[src/rtl/alu_cmd_sequencer_pkg.sv]
// Shared types for the ALU command sequencer: FSM state and the queued command record.
package alu_seq_pkg;

    localparam int SEQ_CONTROL_BITS  = 3;
    localparam int SEQ_DATA_WIDTH    = 32;
    localparam int SEQ_ADDRESS_WIDTH = 5;
    localparam int SEQ_FIFO_DEPTH    = 4;
    localparam int SEQ_REP_BITS      = 4;

    typedef enum logic {
        ST_IDLE = 1'b0,
        ST_EXEC = 1'b1
    } seq_state_e;

    typedef struct packed {
        logic [SEQ_CONTROL_BITS-1:0]  op;
        logic                         src;
        logic                         wb;
        logic                         stop_on_zero;
        logic [SEQ_ADDRESS_WIDTH-1:0] rs1;
        logic [SEQ_ADDRESS_WIDTH-1:0] rs2;
        logic [SEQ_ADDRESS_WIDTH-1:0] rd;
        logic [SEQ_DATA_WIDTH-1:0]    imm;
        logic [SEQ_REP_BITS-1:0]      repeat_cnt;
    } seq_cmd_t;

endpackage

[src/rtl/alu_cmd_sequencer_if.sv]
// Command push channel: producer offers a command, sequencer accepts when ready.
interface alu_cmd_sequencer_if
    import alu_seq_pkg::*;
#(
    parameter int CONTROL_BITS  = SEQ_CONTROL_BITS,
    parameter int DATA_WIDTH    = SEQ_DATA_WIDTH,
    parameter int ADDRESS_WIDTH = SEQ_ADDRESS_WIDTH,
    parameter int REP_BITS      = SEQ_REP_BITS
) ();

    logic                     cmd_valid;
    logic                     cmd_ready;
    logic [CONTROL_BITS-1:0]  cmd_op;
    logic                     cmd_src;
    logic                     cmd_wb;
    logic                     cmd_stop_on_zero;
    logic [ADDRESS_WIDTH-1:0] cmd_rs1;
    logic [ADDRESS_WIDTH-1:0] cmd_rs2;
    logic [ADDRESS_WIDTH-1:0] cmd_rd;
    logic [DATA_WIDTH-1:0]    cmd_imm;
    logic [REP_BITS-1:0]      cmd_repeat;

    modport master (
        output cmd_valid, cmd_op, cmd_src, cmd_wb, cmd_stop_on_zero,
               cmd_rs1, cmd_rs2, cmd_rd, cmd_imm, cmd_repeat,
        input  cmd_ready
    );

    modport slave (
        input  cmd_valid, cmd_op, cmd_src, cmd_wb, cmd_stop_on_zero,
               cmd_rs1, cmd_rs2, cmd_rd, cmd_imm, cmd_repeat,
        output cmd_ready
    );

endinterface

[src/rtl/alu_cmd_sequencer_fifo.sv]
// Synchronous command FIFO with registered occupancy count; pointers wrap modulo DEPTH.
module alu_cmd_fifo
    import alu_seq_pkg::*;
#(
    parameter int DEPTH = SEQ_FIFO_DEPTH
) (
    input  logic     clk,
    input  logic     rst_n,
    input  logic     i_push,
    input  logic     i_pop,
    input  seq_cmd_t i_data,
    output seq_cmd_t o_data,
    output logic     o_full,
    output logic     o_empty
);

    localparam int PTR_W = $clog2(DEPTH);

    seq_cmd_t         r_mem [DEPTH];
    logic [PTR_W-1:0] r_wr_ptr;
    logic [PTR_W-1:0] r_rd_ptr;
    logic [PTR_W:0]   r_count;
    logic             w_do_push;
    logic             w_do_pop;

    assign o_full    = (r_count == (PTR_W+1)'(DEPTH));
    assign o_empty   = (r_count == '0);
    assign w_do_push = i_push && !o_full;
    assign w_do_pop  = i_pop && !o_empty;
    assign o_data    = r_mem[r_rd_ptr];

    always_ff @(posedge clk) begin
        if (!rst_n) begin
            r_wr_ptr <= '0;
            r_rd_ptr <= '0;
            r_count  <= '0;
        end else begin
            if (w_do_push) r_wr_ptr <= r_wr_ptr + 1'b1;
            if (w_do_pop)  r_rd_ptr <= r_rd_ptr + 1'b1;
            r_count <= r_count + {{PTR_W{1'b0}}, w_do_push} - {{PTR_W{1'b0}}, w_do_pop};
        end
    end

    always_ff @(posedge clk) begin
        if (w_do_push) r_mem[r_wr_ptr] <= i_data;
    end

endmodule

[src/rtl/alu_cmd_sequencer.sv]
// Pops queued ALU commands and drives the regfile/ALU datapath, reissuing each
// command repeat+1 times or until its result is zero when stop_on_zero is set.
module alu_cmd_sequencer
    import alu_seq_pkg::*;
#(
    parameter int CONTROL_BITS  = SEQ_CONTROL_BITS,
    parameter int DATA_WIDTH    = SEQ_DATA_WIDTH,
    parameter int ADDRESS_WIDTH = SEQ_ADDRESS_WIDTH,
    parameter int FIFO_DEPTH    = SEQ_FIFO_DEPTH,
    parameter int REP_BITS      = SEQ_REP_BITS
) (
    input  logic                     clk,
    input  logic                     rst_n,
    alu_cmd_sequencer_if.slave       cmd,
    output logic [CONTROL_BITS-1:0]  ALUControl,
    output logic                     ALUSrc,
    output logic                     RegWrite,
    output logic [ADDRESS_WIDTH-1:0] rs1,
    output logic [ADDRESS_WIDTH-1:0] rs2,
    output logic [ADDRESS_WIDTH-1:0] rd,
    output logic [DATA_WIDTH-1:0]    ImmOp,
    input  logic                     result_eq_zero,
    output logic                     busy,
    output logic                     cmd_done,
    output logic                     early_stop,
    output logic                     zero_flag
);

    seq_state_e               r_state;
    seq_state_e               w_next_state;
    seq_cmd_t                 w_push_data;
    seq_cmd_t                 w_head;
    logic                     w_full;
    logic                     w_empty;
    logic                     w_pop;
    logic                     w_complete;
    logic [REP_BITS-1:0]      r_iter_cnt;
    logic                     r_stop;
    logic [CONTROL_BITS-1:0]  r_alu_ctrl;
    logic                     r_alu_src;
    logic                     r_reg_write;
    logic [ADDRESS_WIDTH-1:0] r_rs1;
    logic [ADDRESS_WIDTH-1:0] r_rs2;
    logic [ADDRESS_WIDTH-1:0] r_rd;
    logic [DATA_WIDTH-1:0]    r_imm;
    logic                     r_done;
    logic                     r_early;
    logic                     r_zero;

    always_comb begin
        w_push_data.op           = cmd.cmd_op;
        w_push_data.src          = cmd.cmd_src;
        w_push_data.wb           = cmd.cmd_wb;
        w_push_data.stop_on_zero = cmd.cmd_stop_on_zero;
        w_push_data.rs1          = cmd.cmd_rs1;
        w_push_data.rs2          = cmd.cmd_rs2;
        w_push_data.rd           = cmd.cmd_rd;
        w_push_data.imm          = cmd.cmd_imm;
        w_push_data.repeat_cnt   = cmd.cmd_repeat;
    end

    alu_cmd_fifo #(.DEPTH(FIFO_DEPTH)) u_fifo (
        .clk     (clk),
        .rst_n   (rst_n),
        .i_push  (cmd.cmd_valid),
        .i_pop   (w_pop),
        .i_data  (w_push_data),
        .o_data  (w_head),
        .o_full  (w_full),
        .o_empty (w_empty)
    );

    always_ff @(posedge clk) begin
        if (!rst_n) r_state <= ST_IDLE;
        else        r_state <= w_next_state;
    end

    // Completion and the next pop share one edge so back-to-back commands have no bubble.
    always_comb begin
        w_next_state = r_state;
        w_pop        = 1'b0;
        w_complete   = 1'b0;
        case (r_state)
            ST_IDLE: begin
                if (!w_empty) begin
                    w_pop        = 1'b1;
                    w_next_state = ST_EXEC;
                end
            end
            ST_EXEC: begin
                w_complete = (r_iter_cnt == '0) || (r_stop && result_eq_zero);
                if (w_complete) begin
                    w_pop = !w_empty;
                    if (w_empty) w_next_state = ST_IDLE;
                end
            end
            default: w_next_state = ST_IDLE;
        endcase
    end

    always_ff @(posedge clk) begin
        if (!rst_n) begin
            r_iter_cnt  <= '0;
            r_stop      <= 1'b0;
            r_alu_ctrl  <= '0;
            r_alu_src   <= 1'b0;
            r_reg_write <= 1'b0;
            r_rs1       <= '0;
            r_rs2       <= '0;
            r_rd        <= '0;
            r_imm       <= '0;
            r_done      <= 1'b0;
            r_early     <= 1'b0;
            r_zero      <= 1'b0;
        end else begin
            if (r_state == ST_EXEC) r_zero <= result_eq_zero;
            r_done <= w_complete;
            if (w_complete) r_early <= (r_iter_cnt != '0);
            if (w_pop) begin
                r_alu_ctrl  <= w_head.op;
                r_alu_src   <= w_head.src;
                r_reg_write <= w_head.wb;
                r_stop      <= w_head.stop_on_zero;
                r_rs1       <= w_head.rs1;
                r_rs2       <= w_head.rs2;
                r_rd        <= w_head.rd;
                r_imm       <= w_head.imm;
                r_iter_cnt  <= w_head.repeat_cnt;
            end else if (w_complete) begin
                r_reg_write <= 1'b0;
                r_iter_cnt  <= '0;
            end else if (r_state == ST_EXEC) begin
                r_iter_cnt <= r_iter_cnt - 1'b1;
            end
        end
    end

    assign ALUControl    = r_alu_ctrl;
    assign ALUSrc        = r_alu_src;
    assign RegWrite      = r_reg_write;
    assign rs1           = r_rs1;
    assign rs2           = r_rs2;
    assign rd            = r_rd;
    assign ImmOp         = r_imm;
    assign cmd_done      = r_done;
    assign early_stop    = r_early;
    assign zero_flag     = r_zero;
    assign busy          = (r_state == ST_EXEC) || !w_empty;
    assign cmd.cmd_ready = !w_full;

endmodule

[src/flat_wrapper.sv]
// flat-port wrapper written by rule: the top's interface ports become plain ports
module alu_cmd_sequencer_flat import alu_seq_pkg::*;
#(
    parameter int CONTROL_BITS  = SEQ_CONTROL_BITS,
    parameter int DATA_WIDTH    = SEQ_DATA_WIDTH,
    parameter int ADDRESS_WIDTH = SEQ_ADDRESS_WIDTH,
    parameter int FIFO_DEPTH    = SEQ_FIFO_DEPTH,
    parameter int REP_BITS      = SEQ_REP_BITS
)
  (clk, rst_n, ALUControl, ALUSrc, RegWrite, rs1, rs2, rd, ImmOp, result_eq_zero, busy, cmd_done, early_stop, zero_flag, cmd_cmd_valid, cmd_cmd_op, cmd_cmd_src, cmd_cmd_wb, cmd_cmd_stop_on_zero, cmd_cmd_rs1, cmd_cmd_rs2, cmd_cmd_rd, cmd_cmd_imm, cmd_cmd_repeat, cmd_cmd_ready);
  alu_cmd_sequencer_if #(.CONTROL_BITS(CONTROL_BITS), .DATA_WIDTH(DATA_WIDTH), .ADDRESS_WIDTH(ADDRESS_WIDTH), .REP_BITS(REP_BITS)) cmd_i ();
  input  logic clk;
  input  logic rst_n;
  output logic [CONTROL_BITS-1:0] ALUControl;
  output logic ALUSrc;
  output logic RegWrite;
  output logic [ADDRESS_WIDTH-1:0] rs1;
  output logic [ADDRESS_WIDTH-1:0] rs2;
  output logic [ADDRESS_WIDTH-1:0] rd;
  output logic [DATA_WIDTH-1:0] ImmOp;
  input  logic result_eq_zero;
  output logic busy;
  output logic cmd_done;
  output logic early_stop;
  output logic zero_flag;
  input wire logic [$bits(cmd_i.cmd_valid)-1:0] cmd_cmd_valid;
  input wire logic [$bits(cmd_i.cmd_op)-1:0] cmd_cmd_op;
  input wire logic [$bits(cmd_i.cmd_src)-1:0] cmd_cmd_src;
  input wire logic [$bits(cmd_i.cmd_wb)-1:0] cmd_cmd_wb;
  input wire logic [$bits(cmd_i.cmd_stop_on_zero)-1:0] cmd_cmd_stop_on_zero;
  input wire logic [$bits(cmd_i.cmd_rs1)-1:0] cmd_cmd_rs1;
  input wire logic [$bits(cmd_i.cmd_rs2)-1:0] cmd_cmd_rs2;
  input wire logic [$bits(cmd_i.cmd_rd)-1:0] cmd_cmd_rd;
  input wire logic [$bits(cmd_i.cmd_imm)-1:0] cmd_cmd_imm;
  input wire logic [$bits(cmd_i.cmd_repeat)-1:0] cmd_cmd_repeat;
  output wire logic [$bits(cmd_i.cmd_ready)-1:0] cmd_cmd_ready;
  assign cmd_i.cmd_valid = cmd_cmd_valid;
  assign cmd_i.cmd_op = cmd_cmd_op;
  assign cmd_i.cmd_src = cmd_cmd_src;
  assign cmd_i.cmd_wb = cmd_cmd_wb;
  assign cmd_i.cmd_stop_on_zero = cmd_cmd_stop_on_zero;
  assign cmd_i.cmd_rs1 = cmd_cmd_rs1;
  assign cmd_i.cmd_rs2 = cmd_cmd_rs2;
  assign cmd_i.cmd_rd = cmd_cmd_rd;
  assign cmd_i.cmd_imm = cmd_cmd_imm;
  assign cmd_i.cmd_repeat = cmd_cmd_repeat;
  assign cmd_cmd_ready = cmd_i.cmd_ready;
  alu_cmd_sequencer #(.CONTROL_BITS(CONTROL_BITS), .DATA_WIDTH(DATA_WIDTH), .ADDRESS_WIDTH(ADDRESS_WIDTH), .FIFO_DEPTH(FIFO_DEPTH), .REP_BITS(REP_BITS)) u_core (.clk(clk), .rst_n(rst_n), .cmd(cmd_i), .ALUControl(ALUControl), .ALUSrc(ALUSrc), .RegWrite(RegWrite), .rs1(rs1), .rs2(rs2), .rd(rd), .ImmOp(ImmOp), .result_eq_zero(result_eq_zero), .busy(busy), .cmd_done(cmd_done), .early_stop(early_stop), .zero_flag(zero_flag));
endmodule
[config.mk]
export PLATFORM = sky130hd
export DESIGN_NAME = alu_cmd_sequencer_flat
export DESIGN_NICKNAME = d
export VERILOG_FILES = /design/src/rtl/alu_cmd_sequencer_pkg.sv /design/src/rtl/alu_cmd_sequencer_if.sv /design/src/rtl/alu_cmd_sequencer_fifo.sv /design/src/rtl/alu_cmd_sequencer.sv /design/src/flat_wrapper.sv
export SDC_FILE = /design/constraint.sdc
export NUM_CORES = 1
export LEC_CHECK = 0
export CORE_MARGIN = 1.5
export CORE_UTILIZATION = 40
export DETAILED_ROUTE_END_ITERATION = 12
export GPL_ROUTABILITY_DRIVEN = 0
export GPL_TIMING_DRIVEN = 0
export PLACE_DENSITY_LB_ADDON = 0.25
export SLEW_MARGIN = 20
export SYNTH_ARGS = -nofsm -noshare
export SYNTH_HDL_FRONTEND = slang
export SYNTH_SLANG_ARGS = --single-unit
[constraint.sdc]
create_clock -name clk -period 5.1 [get_ports clk]
set_input_delay 0.765 -clock clk [delete_from_list [all_inputs] [get_ports clk]]
set_output_delay 0.765 -clock clk [all_outputs]
set_load 0.01 [all_outputs]
Yosys cells after proc, flatten, opt, wreduce, memory -nomap -nowiden --
Memories as Yosys holds them, arrays and structs flattened. A register that Yosys moved wholly into a read port is not among the register bits. Index checks and enable logic that the tools add are counted. Widths: inputs -> output; s select.
Word-level totals: register bits 68, bits in latches 0, RAM bits 228, memory bits (read-only) 0, word-level logic and storage cells 51, memories kept 1
Cells by class: add/sub/neg operators 5, multiply operators 0, divide/modulo/power cells 0, order comparisons 0, equal/unequal tests 1, shift operators 0, mux-type cells 15, bitwise gates (word level) 1, reduce and logical (&&, ||, !) cells 12
Memories:
- u_core.u_fifo.r_mem | words 4, width 57, read ports 1, clocked after Yosys merged registers in 1, wr ports 1, RTL line alu_cmd_sequencer_fifo.sv:19 | seq_cmd_t r_mem [DEPTH];
Operators by type and width (count):
- $mux 4 | 3
- $mux 1 | 8
- $add 2x1->2 const B | 2
- $logic_not 4->1 | 1
- $mux 2 | 2
- $pmux 1 s2 | 2
- $reduce_bool 4->1 | 1
- $sub 4x1->4 const B | 1
- $add 3x1->3 | 1
- $eq 3x3->1 const B | 1
- $logic_and 1x1->1 | 3
- $logic_not 3->1 | 1
- $reduce_bool 3->1 | 1
- $sub 3x1->3 | 1
- $logic_not 1->1 | 2
- $logic_or 1x1->1 | 2
- $reduce_bool 2->1 | 1
- $not 1->1 | 1

Logic depth before layout (Yosys ltp) --
depth after elaboration 7, mapped depth 13, depth with buffers taken out 12

By module --
From an unflattened synthesis, not the netlist that was laid out.
Second synthesis, totals: cell total of the unflattened synthesis 626, area, all modules 10959.3 µm²
Modules (own cells, without submodules):
- alu_cmd_fifo | instances 1, cells each 348, area each 8702.1 µm²
- alu_cmd_sequencer | instances 1, cells each 278, area each 2257.2 µm²

Worst setup path before layout --
Ideal clock, no wire load.
kind input port to flip-flop, start point in result_eq_zero, end point reg u_core.u_fifo.r_count[2], library setup time 0.128 ns, arrival time 2.494 ns, path slack 2.479 ns, cell stages on the path 11, path through nand2_1 a31o_1 inv_2 buf_2 ha_1 inv_1 ha_1 fa_1 xnor2_1 xnor2_1 nor2_1
On the way: word-level cells in the longest chain between the ends 6
RTL lines:
- from (decl) | RTL line flat_wrapper.sv:21 | input logic result_eq_zero;
- $logic_and 1x1->1 | RTL line alu_cmd_sequencer.sv:91 | w_complete = (r_iter_cnt == '0) || (r_stop && result_eq_zero);
- $logic_or 1x1->1 | RTL line alu_cmd_sequencer.sv:91
- $mux 1 | RTL line alu_cmd_sequencer.sv:92 | if (w_complete) begin
- $pmux 1 s2 | RTL line alu_cmd_sequencer.sv:83 | case (r_state)
- $logic_and 1x1->1 | RTL line alu_cmd_sequencer_fifo.sv:29 | assign w_do_pop = i_pop && !o_empty;
- via u_core.u_fifo.w_do_pop | RTL line alu_cmd_sequencer_fifo.sv:24 | logic w_do_pop;
- $sub 3x1->3 | RTL line alu_cmd_sequencer_fifo.sv:40 | r_count <= r_count + {{PTR_W{1'b0}}, w_do_push} - {{PTR_W{1'b0}}, w_do_pop};
- to (signal assigned) | RTL line alu_cmd_sequencer_fifo.sv:40
- to (decl) | RTL line alu_cmd_sequencer_fifo.sv:22 | logic [PTR_W:0] r_count;
The timed path passes the listed nets, and every way through them passes these cells. A chain may end at the register's enable or synchronous reset.

Final worst setup path --
start point reg u_core.r_iter_cnt[1], end point reg u_core.u_fifo.r_count[2]
On the way: word-level cells in the longest chain between the ends 6
RTL lines:
- from (decl) | RTL line alu_cmd_sequencer.sv:37 | logic [REP_BITS-1:0] r_iter_cnt;
- from (signal assigned) | RTL line alu_cmd_sequencer.sv:128 | r_iter_cnt <= w_head.repeat_cnt;
- from (signal assigned) | RTL line alu_cmd_sequencer.sv:133 | r_iter_cnt <= r_iter_cnt - 1'b1;
- $logic_not 4->1 | RTL line alu_cmd_sequencer.sv:91
- $logic_or 1x1->1 | RTL line alu_cmd_sequencer.sv:91
- $mux 1 | RTL line alu_cmd_sequencer.sv:92
- $pmux 1 s2 | RTL line alu_cmd_sequencer.sv:83
- $logic_and 1x1->1 | RTL line alu_cmd_sequencer_fifo.sv:29
- via u_core.u_fifo.w_do_pop | RTL line alu_cmd_sequencer_fifo.sv:24
- $sub 3x1->3 | RTL line alu_cmd_sequencer_fifo.sv:40
The timed path passes the listed nets, and every way through them passes these cells.

==> results.json <==
{
  "drc": 0,
  "crit_arrival_ns": 3.37,
  "worstSkewPairLatency_ns": 0.53,
  "powerDensity_nw_per_um2": 560.5,
  "grt_use_total": 0.1605,
  "avgRoutedWirePerCell_um": 19.52,
  "ys_ff_latch": 298,
  "final_nets": 844,
  "status": "completed",
  "clkTransAtPathRegs_ns": 0.06,
  "final_common_cell": "edfxtp_1",
  "grt-ovfl-total": 0,
  "crit_path_max_fanout": 10,
  "drive_gt1_frac": 0.1547,
  "synth_nets": 692,
  "rsz0062_at_grt": "false",
  "combPwrFrac": 0.288,
  "die_h_um": 167.7,
  "synth_area_um2": 10860,
  "hold_slack_ns": 0.4543,
  "final-hold-violation-count": 0,
  "grt_pass1_wl_um": 34490,
  "fin_crit_ns": 2.969,
  "cts_buffers": 29,
  "grt_max_degree": 41,
  "cts_root_buffer": "clkbuf_16",
  "finalSetupTns_ns": 0,
  "crit_chain": "inv_1, ha_1, or3b_4, a31o_1, inv_2, buf_2, ha_1, inv_1, ha_1, fa_1, xnor2_1, xnor2_1, nor2_1",
  "slew_headroom": 0.5039,
  "start_util": 0.4050,
  "holdCritPathClass": "reg -> reg",
  "critPathTopFamily": "adder cells",
  "cp-end-kind": "flop",
  "rows": 60,
  "syn_avg_cell_area_um2": 17.45,
  "ctsHoldBuffers": 0,
  "min_period_over_period": 0.5822,
  "drtIter0Drc": 312,
  "setup_viol": 0,
  "cp_slowest_cell": "or3b_4",
  "switching_share": 0.2886,
  "fillers": 2178,
  "drv_slew": 0,
  "fmax_mhz": 336.8,
  "cts_resized": 0,
  "tightest_slew_ns": 0.7441,
  "num_vias": 5760,
  "cpMostUsedCell": "ha_1",
  "sequentialPowerShare": 0.430,
  "worstPathRequired_ns": 5.50,
  "p_int_w": 0.005400,
  "dr.pass1.iters": 5,
  "yosysSeqAreaShare": 0.7598,
  "ys_types": 32,
  "clkPwrFrac": 0.282,
  "cts.htree.levels": 1,
  "layout_common_cells": "edfxtp_1 (228), clkdlybuf4s50_1 (117), nand2_1 (113)",
  "drv_cap": 0,
  "clock-sinks": 298,
  "slowest_delay_ns": 0.40,
  "via_per_inst": 5.070,
  "cts_setup_buffers": 0,
  "ant_nets": 0,
  "cp.buffers_inverters": 4,
  "wirelength_um": 22180,
  "p_leak_nw": 4.457,
  "die_x_um": 167.7,
  "cp-start-kind": "flop",
  "io_pins": 118,
  "grt_pass1_vias": 6157,
  "syn_inst": 622,
  "antennaDiodeCount": 0,
  "yosysWarnings": 0,
  "clk_path_buf_depth": 3,
  "worstSetupPathType": "reg -> reg",
  "netlist.area_leader.share": 0.6307,
  "p_switching_w": 0.002191,
  "syn_to_final_growth_pct": 24.76,
  "core-area_um2": 26800,
  "clock_skew_ns": 0.01204,
  "design.die.area_um2": 28140,
  "ir_drop_v": 0.0001860,
  "synth_top_area_cell": "edfxtp_1",
  "antenna_found_initial": 0,
  "dpl.hpwl_um": 14150,
  "yosys-top-cells-area": "edfxtp_1 (63%), dfxtp_1 (13%), mux4_2 (12%)",
  "numPortBuffers": 117,
  "cts_tree": "yes"
}
==> layer usage <==
| layer | global-route usage | share of wire | wire length, um | vias to the layer above |
|---|---|---|---|---|
| met5 | 0 | 0 | 0 | - |
| met4 | 0.04544 | 0.023 | 517 | 0 |
| met3 | 0.02600 | 0.040 | 890 | 42 |
| met2 | 0.2982 | 0.53 | 11820 | 121 |
| met1 | 0.1919 | 0.40 | 8949 | 2925 |
| li1 | - | - | - | 2672 |
==> final timing paths <==
| kind | from | endpoint | slack (ns) | depth (start not counted) |
|---|---|---|---|---|
| worst max-delay path | u_core.r_iter_cnt[1] | u_core.u_fifo.r_count[2] | 2.13 | 13 |
| worst min-delay path | u_core.rs2[3] | u_core.rs2[3] | 0.45 | 2 |
| worst max register to register | u_core.r_iter_cnt[1] | u_core.u_fifo.r_count[2] | 2.13 | 13 |
| worst min register to register | u_core.rs2[3] | u_core.rs2[3] | 0.45 | 2 |
==> area by class of cell <==
| class | instances | area [um2] | share of cell area |
|---|---|---|---|
| clock buffers | 41 | 800.8 | 0.05913 |
| multi-input cells | 279 | 2426 | 0.1791 |
| repair buffers | 121 | 1281 | 0.09460 |
| plain buffers | 31 | 148.9 | 0.01099 |
| inverters | 14 | 52.55 | 0.003880 |
| flip-flops and latches | 298 | 8248 | 0.6090 |
| well taps | 341 | 426.7 | 0.03150 |
| clock inverters | 11 | 158.9 | 0.01173 |
==> worst min-delay path: cells and delay by family (launching register included) <==
family | cells | cell delay, ns
AND/OR/NAND/NOR | 1 | 0.05
flip-flops | 1 | 0.30
AO/OA/AOI/OAI | 1 | 0.05
==> cell usage after synthesis, drive strengths merged <==
| library cell | n |
|---|---|
| and3 | 7 |
| nor2 | 6 |
| a31oi | 1 |
| o221a | 1 |
| ha | 8 |
| nor4 | 1 |
| a21oi | 59 |
| mux2i | 1 |
| buf | 13 |
| a211oi | 2 |
| a31o | 1 |
| o21ai | 3 |
| nand3 | 2 |
| a221oi | 2 |
| mux4 | 57 |
| and2 | 4 |
| xnor2 | 3 |
| or3b | 2 |
| or3 | 1 |
| edfxtp | 228 |
| clkbuf | 18 |
| nor3 | 3 |
| nand2 | 113 |
| dfxtp | 70 |
| xor2 | 1 |
| fa | 1 |
| inv | 14 |
==> registers in the layout, indices dropped and copies added, names as in the netlist, 2 cells and up, named ones only <==
name and count:
u_core.r_iter_cnt 4, u_core.u_fifo.r_count 3, u_core.rd 5, u_core.rs1 5
u_core.u_fifo.r_rd_ptr 2, u_core.ALUControl 3, u_core.u_fifo.r_wr_ptr 2, u_core.rs2 5
u_core.u_fifo.r_mem 228, u_core.ImmOp 32
==> power groups by stage <==
stage	clock (W)	sequential, W	combinational (W)
floorplan	0	0.00336	0.00122
global placement	0	0.00332	0.00214
detailed placement	0	0.00332	0.00223
CTS	0.00218	0.00327	0.00224
global route	0.00228	0.00331	0.00239
finish	0.00214	0.00326	0.00219
==> per-stage QoR <==
step                utilization  area (um2)  instances  setup slack, ns  total power, W
CTS                      0.5053       13540       1136            2.132        0.007692
finish                   0.5053       13540       1136            2.131        0.007591
detailed placement       0.4695       12580       1084            1.706        0.005547
global route             0.5053       13540       1136            1.987        0.007979
floorplan                     -       10860        622            2.479        0.004579
global placement         0.4647       12450       1080           0.8109        0.005461
==> cell families after synthesis <==
| logic type | count (synthesis) | share of synthesized area |
|---|---|---|
| compound gates | 69 | 0.03400 |
| xor+xnor | 4 | 0.003228 |
| fa+ha+maj | 9 | 0.01107 |
| mux | 58 | 0.1192 |
| buf+inv | 45 | 0.01856 |
| flops | 298 | 0.7598 |
| simple gates | 139 | 0.05417 |
Note: power is estimated with default switching activity, not from simulation.
